## src/rtl/hs_tx_pkg.sv

```systemverilog
// Shared types for the handshake CDC source stage (hs_tx_buffer).
package hs_tx_pkg;

  typedef enum logic [1:0] {
    IDLE      = 2'd0,
    SEND      = 2'd1,
    WAIT_LOW  = 2'd2,
    WAIT_HIGH = 2'd3
  } hs_tx_state_t;

  localparam int STAT_W = 32;

endpackage

```

## src/rtl/hs_tx_fifo.sv

```systemverilog
// Single-clock show-ahead FIFO. The head word is always visible on head_o.
// Callers must only pulse push_i when not full and pop_i when not empty.
module hs_tx_fifo #(
  parameter  int DATA_W = 16,
  parameter  int DEPTH  = 8,
  localparam int AW     = $clog2(DEPTH)
) (
  input  logic              clk_i,
  input  logic              arst_n_i,
  input  logic              push_i,
  input  logic [DATA_W-1:0] wdata_i,
  input  logic              pop_i,
  output logic [DATA_W-1:0] head_o,
  output logic              full_o,
  output logic              empty_o,
  output logic [AW:0]       used_o
);

  logic [DATA_W-1:0] mem_q [DEPTH];
  logic [AW-1:0]     wr_ptr_q, wr_ptr_d;
  logic [AW-1:0]     rd_ptr_q, rd_ptr_d;
  logic [AW:0]       cnt_q, cnt_d;

  // Storage is not reset: contents are only observable through a valid count.
  always_ff @(posedge clk_i) begin
    if (push_i) mem_q[wr_ptr_q] <= wdata_i;
  end

  always_comb begin
    wr_ptr_d = push_i ? wr_ptr_q + AW'(1) : wr_ptr_q;
    rd_ptr_d = pop_i  ? rd_ptr_q + AW'(1) : rd_ptr_q;
    cnt_d    = cnt_q;
    case ({push_i, pop_i})
      2'b10:   cnt_d = cnt_q + (AW+1)'(1);
      2'b01:   cnt_d = cnt_q - (AW+1)'(1);
      default: cnt_d = cnt_q;
    endcase
  end

  always_ff @(posedge clk_i or negedge arst_n_i) begin
    if (!arst_n_i) begin
      wr_ptr_q <= '0;
      rd_ptr_q <= '0;
      cnt_q    <= '0;
    end else begin
      wr_ptr_q <= wr_ptr_d;
      rd_ptr_q <= rd_ptr_d;
      cnt_q    <= cnt_d;
    end
  end

  assign head_o  = mem_q[rd_ptr_q];
  assign full_o  = (cnt_q == (AW+1)'(DEPTH));
  assign empty_o = (cnt_q == '0);
  assign used_o  = cnt_q;

endmodule

```

## src/rtl/hs_tx_buffer.sv

```systemverilog
// Source-domain stage for the handshake synchroniser: buffers words and holds
// each on hs_data_o until ready cycles low then high. Option: HS_TX_STAT_EN.
module hs_tx_buffer
  import hs_tx_pkg::*;
#(
  parameter  int DATA_W = 16,
  parameter  int DEPTH  = 8,
  localparam int AW     = $clog2(DEPTH)
) (
  input  logic              clk_i,
  input  logic              arst_n_i,
  input  logic [DATA_W-1:0] data_i,
  input  logic              data_val_i,
  output logic              data_ready_o,
  output logic [DATA_W-1:0] hs_data_o,
  output logic              hs_val_o,
  input  logic              hs_ready_i,
  output logic [AW:0]       fifo_used_o,
  output logic              busy_o
`ifdef HS_TX_STAT_EN
  ,
  output logic [STAT_W-1:0] sent_cnt_o
`endif
);

  hs_tx_state_t      state_q, state_d;
  logic [DATA_W-1:0] hs_data_q, hs_data_d;
  logic              hs_val_q, hs_val_d;
  logic              rdy_en_q;
  logic              push, pop, load;
  logic              full, empty;
  logic [DATA_W-1:0] head;

  hs_tx_fifo #(
    .DATA_W (DATA_W),
    .DEPTH  (DEPTH)
  ) u_fifo (
    .clk_i    (clk_i),
    .arst_n_i (arst_n_i),
    .push_i   (push),
    .wdata_i  (data_i),
    .pop_i    (pop),
    .head_o   (head),
    .full_o   (full),
    .empty_o  (empty),
    .used_o   (fifo_used_o)
  );

  // Ready stays low through reset and rises on the first edge after release.
  assign data_ready_o = rdy_en_q && !full;
  assign push         = data_val_i && data_ready_o;

  always_ff @(posedge clk_i or negedge arst_n_i) begin
    if (!arst_n_i) begin
      state_q   <= IDLE;
      hs_data_q <= '0;
      hs_val_q  <= 1'b0;
      rdy_en_q  <= 1'b0;
    end else begin
      state_q   <= state_d;
      hs_data_q <= hs_data_d;
      hs_val_q  <= hs_val_d;
      rdy_en_q  <= 1'b1;
    end
  end

  always_comb begin
    state_d = state_q;
    case (state_q)
      IDLE:      if (!empty && hs_ready_i) state_d = SEND;
      SEND:      state_d = WAIT_LOW;
      WAIT_LOW:  if (!hs_ready_i) state_d = WAIT_HIGH;
      WAIT_HIGH: if (hs_ready_i)  state_d = IDLE;
      default:   state_d = IDLE;
    endcase
  end

  // Outputs are registered from next-state so hs_val_o is high exactly in SEND
  // and hs_data_o only moves on the IDLE->SEND load.
  always_comb begin
    load      = (state_q == IDLE) && !empty && hs_ready_i;
    pop       = (state_q == WAIT_HIGH) && hs_ready_i;
    hs_data_d = load ? head : hs_data_q;
    hs_val_d  = (state_d == SEND);
  end

  assign hs_data_o = hs_data_q;
  assign hs_val_o  = hs_val_q;
  assign busy_o    = (state_q != IDLE);

`ifdef HS_TX_STAT_EN
  logic [STAT_W-1:0] sent_cnt_q;

  always_ff @(posedge clk_i or negedge arst_n_i) begin
    if (!arst_n_i)  sent_cnt_q <= '0;
    else if (pop)   sent_cnt_q <= sent_cnt_q + STAT_W'(1);
  end

  assign sent_cnt_o = sent_cnt_q;
`endif

endmodule

```

## config.mk

```make
export PLATFORM = sky130hd
export DESIGN_NAME = hs_tx_buffer
export DESIGN_NICKNAME = d
export VERILOG_FILES = /design/src/rtl/hs_tx_pkg.sv /design/src/rtl/hs_tx_fifo.sv /design/src/rtl/hs_tx_buffer.sv
export SDC_FILE = /design/constraint.sdc
export NUM_CORES = 1
export LEC_CHECK = 0
export CAP_MARGIN = 20
export CORE_AREA = 2 2 109 111
export CTS_CLUSTER_SIZE = 28
export DETAILED_ROUTE_END_ITERATION = 8
export DIE_AREA = 0 0 111 113
export GPL_ROUTABILITY_DRIVEN = 0
export GPL_TIMING_DRIVEN = 0
export PLACE_DENSITY = 0.74
export SETUP_SLACK_MARGIN = 0.3
export SYNTH_ARGS = -nofsm -noshare
export SYNTH_HDL_FRONTEND = slang
export SYNTH_SLANG_ARGS = --single-unit
```

## constraint.sdc

```tcl
create_clock -name clk_i -period 3.49 [get_ports clk_i]
set_input_delay 0.5235 -clock clk_i [delete_from_list [all_inputs] [get_ports clk_i]]
set_output_delay 0.5235 -clock clk_i [all_outputs]
set_load 0.005 [all_outputs]
```

# After elaboration in Yosys (flattened, before gate mapping)
# Memory sizes are Yosys's and may differ from the RTL's. A register that Yosys moved wholly into a read port is not among the register bits.
# Cells that the tools add are included.
# classes
add_sub_neg,4
eq_ne,7
mux,7
n_reduce_logical,13
# ops
operator,count
case mux 2 bit (4 select lines),1
case mux 4 bit (2 select lines),1
"adder 3 x 1 -> 3 bit, second input constant",2
"== test 2 x 1 -> 1 bit, second input constant",3
"== test 2 bit, second input constant",3
logical AND 1 bit,6
two-way mux 2 bit,3
"adder 4 x 1 -> 4 bit, second input constant",1
"== test 4 bit, second input constant",1
logical NOT 4 bit,1
nonzero test 2 bit,2
"subtractor 4 x 1 -> 4 bit, second input constant",1
logical NOT 1 bit,3
logical NOT 2 bit,1
two-way mux 1 bit,2
# totals
reg_bits,14
ram_bits,128
inputBits,20
output_inout_bits,23
wordCells,38
n_memories,1
# mem_list
name,words,word_bits,read_ports,rd_clocked_by_memory_dff,write_ports,line_no,rtl
u_fifo.mem_q,8,16,1,1,1,hs_tx_fifo.sv:19,logic [DATA_W-1:0] mem_q [DEPTH];

# Logic depth before layout (Yosys ltp)
# Gate-level depths: netlist of run 1.
# depth
ltp_word,6
ltp_mapped,11
depth_no_buf,10

# Cells and area by module
# From an unflattened synthesis of run 1, not the netlist that was laid out.
# hier_totals
hier_cells,287
hier_area_um2,6237.2
# by_module_without_submodules
module,instances,cells_per_inst,area_per_inst_um2,seq_area_each_um2
hs_tx_fifo,1,240,5474.0,4093.9
hs_tx_buffer,1,47,763.2,500.5

# Least setup slack after synthesis of run 1
# OpenSTA, ideal clock, no wires.
# synth_timing
kind,register -> register
startpoint,reg u_fifo.cnt_q[1] (netlist: u_fifo.used_o[1])
endpoint,"mem u_fifo.mem_q[0][0], enable pin"
setup_time_ns,0.430
t_arrival_ns,2.529
slack_ns,0.531
stages_incl_launch_ff,6
path_buffers,1
path_cell_list,dfrtp_1 clkbuf_2 nor3_1 a21boi_2 nand2_2 nor4_1
# synth_via
elab_chain_len,6
# synth_lines
element,line_no,rtl
start: declaration,hs_tx_fifo.sv:22,"logic [AW:0] cnt_q, cnt_d;"
start signal: assignment,hs_tx_fifo.sv:48,cnt_q <= cnt_d;
== test 4 bit,hs_tx_fifo.sv:53,assign full_o = (cnt_q == (AW+1)'(DEPTH));
logical NOT 1 bit,hs_tx_buffer.sv:50,assign data_ready_o = rdy_en_q && !full;
logical AND 1 bit,hs_tx_buffer.sv:50,
named net data_ready_o,hs_tx_buffer.sv:14,"output logic data_ready_o,"
logical AND 1 bit,hs_tx_buffer.sv:51,assign push = data_val_i && data_ready_o;
two-way mux 1 bit,hs_tx_fifo.sv:26,if (push_i) mem_q[wr_ptr_q] <= wdata_i;
two-way mux 1 bit (not written as such),hs_tx_fifo.sv:26,
end: declaration,hs_tx_fifo.sv:19,
# The timed path passes the listed nets, and every way through them passes these cells.

# Worst setup path in the final report of run 1
# layout_timing
startpoint,in hs_ready_i
endpoint,reg u_fifo.cnt_q[2] (netlist: u_fifo.used_o[2])
# layout_via
elab_chain_len,3
# layout_lines
element,line_no,rtl
start: declaration,hs_tx_buffer.sv:17,"input logic hs_ready_i,"
logical AND 1 bit (*),hs_tx_buffer.sv:82,pop = (state_q == WAIT_HIGH) && hs_ready_i;
named net pop,hs_tx_buffer.sv:30,"logic push, pop, load;"
== test 2 x 1 -> 1 bit or == test 2 bit (tied branches),hs_tx_fifo.sv:33,"case ({push_i, pop_i})"
case mux 4 bit (2 select lines) or nonzero test 2 bit (tied branches),n/a,
# The timed path passes the listed nets; every way through them passes the cells marked *.
# A chain may end at the register's enable or synchronous reset.

==> run metrics, run 1 <==
run status complete, no violations; syn_nets 331; Rel. slew slack 39.7%; mux cell area share after synthesis 14.9%; root buffer cell clkbuf_16; Leak Pwr 2.65 nW; global-route wire length before repair 17,200 um; largest net degree at the start of global routing 31; area of the mapped netlist 6130 um^2; GRT overflow 0; DP Cell Count 500; Antenna diodes 0; data arrival time of the critical path 2.85 ns; flops & latches, synth 158; Worst Hold Class in2async; critical path class in2reg; Synth Area in Compound Gates 1.90%; adder-cell share of the synthesized area 1.02%; drc violations 0; Fin. Hold Viols 0; latest clock arrival within the worst-skew pair 0.42 ns; Layout Cells excl Fill 532; clk sinks 158; Die Area 12,500 um^2; pins over their slew limit 0; post-DP HPWL 7320 um; All-Layer GR Usage 19.2%; fin crit period 2.56 ns; Placement Setup Slack 0.646 ns; antenna viol nets, final 0; worst path bufs/invs 2; Port-buffer cells 42; Setup Buffers After CTS 0; Synth Area in Simple Gates 3.51%; largest family of logic cells by synthesized area multiplexers; post-synth cell types 34; VDD IR-drop max 385 uV; critical path's largest stage delay 0.55 ns; Post-Synth XOR/XNOR Area 1.29%; leading area contributor after synthesis edfxtp_1; Die X 111 um; R2R Path Start u_fifo.used_o[1]; CTS Buf Count 17; Critical Path, Cell by Cell clkdlybuf4s50_1 -> and3_1 -> clkbuf_1 -> ha_1 -> xor2_1 -> ha_1 -> a21oi_1 -> xor2_1 -> nor2_1 -> xor2_1; crit path max-delay cell type clkdlybuf4s50_1; required time worst endpoint 3.78 ns; Starting DRT DRC Count 146; sequential share of the synthesized area 75.0%; via count 3,003; core area 11,300 um^2; # setup viols final 0; Worst setup SP type primary input; Die Y-Extent 113 um; clk slew on worst S/H paths 0.06 ns; routed len/inst 20.9 um; YS warnings 0; share of cells above drive strength 1 26.0%; hold_buf cts 0; WL final 11,100 um; family with the most delay on the worst path buffers and inverters; post-CTS sizing 0; leading cell types by total area after synthesis edfxtp_1 63%, dfrtp_1 12%, mux4_2 12%; mean cell area of the mapped netlist 20.0 um^2; Initial Utilization 54.4%; CP max FO 6; H-tree levels 4; Slew @ Worst Pin 0.900 ns; Top cell by count, worst path xor2_1; CP Capture Type register; clock skew 0.00723 ns; Max Root-Sink Buffers 2; number of global-route vias before repair 3,078; part of the cycle the worst path needs 73.3%; RSZ-0062 raised after global routing false; fin nets 401; Syn Inst Count 306; Vias/cell 5.64; max_cap viols 0; post-synth top area share 62.7%; CP Launch Point hs_ready_i; I/O pin total 43; num rows 39; TritonCTS clock tree built; PnR worst setup slack 0.932 ns; initial antenna violation count 0; Max Freq 391 MHz; Pwr Total 6.19 mW; synthesis-to-layout area growth 22.7%; P per Cell Area 823 nW/um^2; number of detailed-route iterations in the first pass 4
cell families after synthesis:
family,count (synthesis)
adders and majority gates,5
buffers and inverters,18
AOI/OAI and AO/OA,22
DFF,158
xor gates and xnor gates,9
and+or+nand+nor,42
muxes,51
other,1
routing by layer:
metal  global-route usage (%)  vias to the layer above  part of all wire (%)
met5                        0                        -                     0
met3                     3.91                       14                   4.4
met2                     31.7                       78                    52
met4                     8.58                        0                   1.4
li1                         -                     1353                     -
met1                     25.2                     1558                    42
sequential cells by signal, summed over array words and instances (netlist names):
signal / flops
u_fifo.wr_ptr_q: 3
u_fifo.rd_ptr_q: 3
hs_val_o: 1
rdy_en_q: 1
state_q: 2
u_fifo.used_o: 4
hs_data_o: 16
u_fifo.mem_q: 128
cell type report:
cell class,count,area [um^2]
flip-flops and latches,158,4590
fillers,727,3750
multi-input cells,130,1430
repair buffers,51,520
clock buffers,20,447
clock inverters,12,210
well taps,143,179
plain buffers,15,131
inverters,3,11.3
Yosys cell counts, drive strengths merged:
| library cell | number |
|---|---|
| mux2 | 3 |
| nand2b | 2 |
| clkbuf | 3 |
| nor2 | 6 |
| and3 | 1 |
| nor3 | 5 |
| inv | 3 |
| xor2 | 5 |
| and3b | 1 |
| a21boi | 1 |
| a21oi | 2 |
| o21ai | 19 |
| xnor2 | 4 |
| nor3b | 1 |
| nand3b | 1 |
| buf | 12 |
| nand3 | 3 |
| dfrtp | 30 |
| nor4 | 1 |
| nand2 | 19 |
| nor2b | 1 |
| or4 | 1 |
| mux4 | 32 |
| ha | 5 |
| mux2i | 16 |
| edfxtp | 128 |
| conb | 1 |
worst paths after layout:
check	to	slack [ns]	cells past startpoint
max	u_fifo.used_o[2]	0.93	10
min in group clk_i	hs_data_o[14]	0.48	2
max reg2reg	u_fifo.used_o[2]	1.01	11
max in group asynchronous	hs_data_o[4]	2.87	1
min reg2reg	hs_data_o[14]	0.48	2
min	hs_data_o[11]	0.16	1
cell usage in the layout (no fill, tap or decap), types with 2 or more instances in the layout:
cell type        instances
edfxtp_1               128
clkdlybuf4s50_1         41
mux4_2                  32
dfrtp_1                 30
nand2_1                 18
clkbuf_16               17
mux2i_1                 16
o21ai_1                 13
buf_6                    8
o21ai_0                  6
buf_2                    6
xor2_1                   5
ha_1                     5
bufinv_16                5
nor3_2                   4
xnor2_1                  4
clkinv_4                 4
nor2_1                   3
inv_1                    3
clkbuf_1                 3
nor2_2                   3
mux2_2                   3
buf_4                    3
buf_8                    3
clkbuf_2                 2
nand3_1                  2
nand2b_1                 2
buf_12                   2
a21oi_1                  2
inv_6                    2
where the power goes:
group          switching (mW)  internal, mW
clock network           0.718          1.30
logic                   0.778         0.914
registers               0.161          2.32
total                    1.66          4.53
through the flow:
| stage | cell area (um^2) | hold slack (ns) | util (%) | TNS [ns] |
|---|---|---|---|---|
| 2_1_floorplan | 6130 | 0.228 | - | 0 |
| 3_3_place_gp | 6730 | 0.459 | 59.7 | -34.64 |
| 3_5_place_dp | 6860 | 0.472 | 60.9 | 0 |
| 4_1_cts | 7520 | 0.175 | 66.7 | 0 |
| 5_1_grt | 7520 | 0.215 | 66.7 | 0 |
| 6_report | 7520 | 0.163 | 66.7 | 0 |
worst register-to-register path, delay by kind of cell (launching register included):
family                     cells  cell delay (ns)
adders and majority gates      2             0.51
DFF                            1             0.35
buffers and inverters          1             0.18
xor gates and xnor gates       3             0.53
and+or+nand+nor                3             0.35
AOI/OAI and AO/OA              2             0.42
(Power assumes the default switching activity.)
==> run 2, diff against run 1 <==
--- a/config.mk
+++ b/config.mk
@@ -6,10 +6,10 @@
 export NUM_CORES = 1
 export LEC_CHECK = 0
 export CAP_MARGIN = 20
-export CORE_AREA = 2 2 109 111
+export CORE_AREA = 2 2 112 114
 export CTS_CLUSTER_SIZE = 28
 export DETAILED_ROUTE_END_ITERATION = 8
-export DIE_AREA = 0 0 111 113
+export DIE_AREA = 0 0 114 116
 export GPL_ROUTABILITY_DRIVEN = 0
 export GPL_TIMING_DRIVEN = 0
 export PLACE_DENSITY = 0.74
==> constraint.sdc (replaced) <==
create_clock -name clk_i -period 2.2 [get_ports clk_i]
set_input_delay 0.33 -clock clk_i [delete_from_list [all_inputs] [get_ports clk_i]]
set_output_delay 0.33 -clock clk_i [all_outputs]
set_load 0.005 [all_outputs]
==> run metrics, run 2 (synthesis gave the netlist of run 1 again) <==
Max Root-Sink Buffers 2; post-DP HPWL 7350 um; pins over their slew limit 0; num rows 40; Die Y-Extent 116 um; data arrival time of the critical path 2.24 ns; CP max FO 4; TritonCTS clock tree built; Pwr Total 9.70 mW; root buffer cell clkbuf_16; placed instance area 6900 um^2; I/O pin total 43; crit path max-delay cell type dfrtp_1; share of cells above drive strength 1 30.7%; most frequent cells in the layout 128 x edfxtp_1, 40 x clkdlybuf4s50_1, 32 x mux4_2; synthesis-to-layout area growth 25.7%; Top cell by count, worst path xor2_1; VDD IR-drop max 574 uV; Hold Crit Start hs_data_o[15]; Fin. Hold Viols 0; Layout Utilization 64.7%; CP Capture Type register; # setup viols final 0; Final Cell Area 7700 um^2; antenna viol nets, final 0; largest register by flop count u_fifo.mem_q; via count 3,158; WL final 12,600 um; number of global-route vias before repair 3,352; largest net degree at the start of global routing 31; clk slew on worst S/H paths 0.06 ns; Die X 114 um; H-tree levels 4; max reg flops 128; drc violations 0; Antenna diodes 0; Hold Slack 0.481 ns; Rel. slew slack 47.4%; Placement Setup Slack -0.331 ns; latest clock arrival within the worst-skew pair 0.42 ns; required time worst endpoint 2.50 ns; fin nets 413; Initial Utilization 51.4%; All-Layer GR Usage 20.9%; Slew @ Worst Pin 0.789 ns; Layout Cells excl Fill 548; max_cap viols 0; PnR worst setup slack 0.260 ns; Worst Hold Class reg2reg; clk sinks 158; part of the cycle the worst path needs 88.2%; Vias/cell 5.76; critical path's largest stage delay 0.35 ns; run status complete, no violations; number of detailed-route iterations in the first pass 4; DP Cell Count 499; Filler Cells Inserted 792; Worst setup SP type register; clock skew 0.00391 ns; Critical Path, Cell by Cell clkbuf_8 -> nor3_2 -> a21boi_2 -> nand2_4 -> ha_4 -> xor2_1 -> ha_2 -> a21oi_2 -> xor2_1 -> nor2_1 -> xor2_1; GRT overflow 0; Fin Setup TNS 0 ns; fin crit period 1.94 ns; core area 11,900 um^2; initial antenna violation count 0; global-route wire length before repair 19,300 um; CP Launch Point u_fifo.used_o[1]; Max Freq 516 MHz; Port-buffer cells 42; CTS Buf Count 17; Leak Pwr 2.71 nW; storage element area 4600 um^2; RSZ-0062 raised after global routing true; Multi-input gate area 1520 um^2; P per Cell Area 1260 nW/um^2; R2R Path Start u_fifo.used_o[1]; critical path class reg2reg; Starting DRT DRC Count 285; Die Area 13,200 um^2; commonest non-fill, non-tap cell in the layout edfxtp_1; routed len/inst 22.9 um
run 2: cell types whose count changed in the layout (fill, tap and decap cells not counted), sizes merged:
| cell | change |
|---|---|
| buf | +11 |
| bufinv | -4 |
| clkbuf | -3 |
| clkdlybuf4s50 | -1 |
| clkinv | +1 |
| clkinvlp | +4 |
| dlygate4sd2 | +1 |
| dlygate4sd3 | +1 |
| inv | +2 |
run 2: worst max-delay path, delay by kind of cell, from the launching register on:
family / cells / cell delay [ns]
adders and majority gates: 2 / 0.36
AOI/OAI and AO/OA: 2 / 0.30
and+or+nand+nor: 3 / 0.21
DFF: 1 / 0.35
buffers and inverters: 1 / 0.14
xor gates and xnor gates: 3 / 0.47
run 2: worst paths after layout:
kind,endpoint,depth (start not counted),slack [ns]
setup reg to reg,u_fifo.used_o[2],11,0.26
min in group asynchronous,hs_data_o[12],2,0.55
setup / recovery,u_fifo.used_o[2],11,0.26
hold / removal,hs_data_o[15],2,0.48
max in group asynchronous,u_fifo.used_o[2],2,1.10
hold reg to reg,hs_data_o[15],2,0.48
run 2: final cells by class:
type | count | share of cell area [%]
plain buffers | 15 | 1.84
clock buffers | 17 | 5.52
clock inverters | 15 | 1.80
inverters | 3 | 0.146
multi-input cells | 130 | 19.8
flip-flops and latches | 158 | 59.7
well taps | 147 | 2.39
repair buffers | 63 | 8.87
run 2: power by group:
| group | internal (mW) | total, mW | switching [mW] |
|---|---|---|---|
| clock network | 1.57 | 2.76 | 1.19 |
| logic | 1.57 | 2.93 | 1.36 |
| registers | 3.68 | 4.01 | 0.328 |
run 2: repair_timing:
action	4_1_cts	5_1_grt
setup buffers	15	1
resized for setup	10	4
endpoints found under the setup margin	117	84
endpoints found under the hold margin	1	0
hold buffers	1	0
pin swaps	14	6
run 2: routing by layer:
metal  global-route usage, %  part of all wire [%]
met1                    25.6                    39
met2                    35.8                    53
met3                    5.91                   6.3
met4                    8.21                   1.6
met5                       0                     0
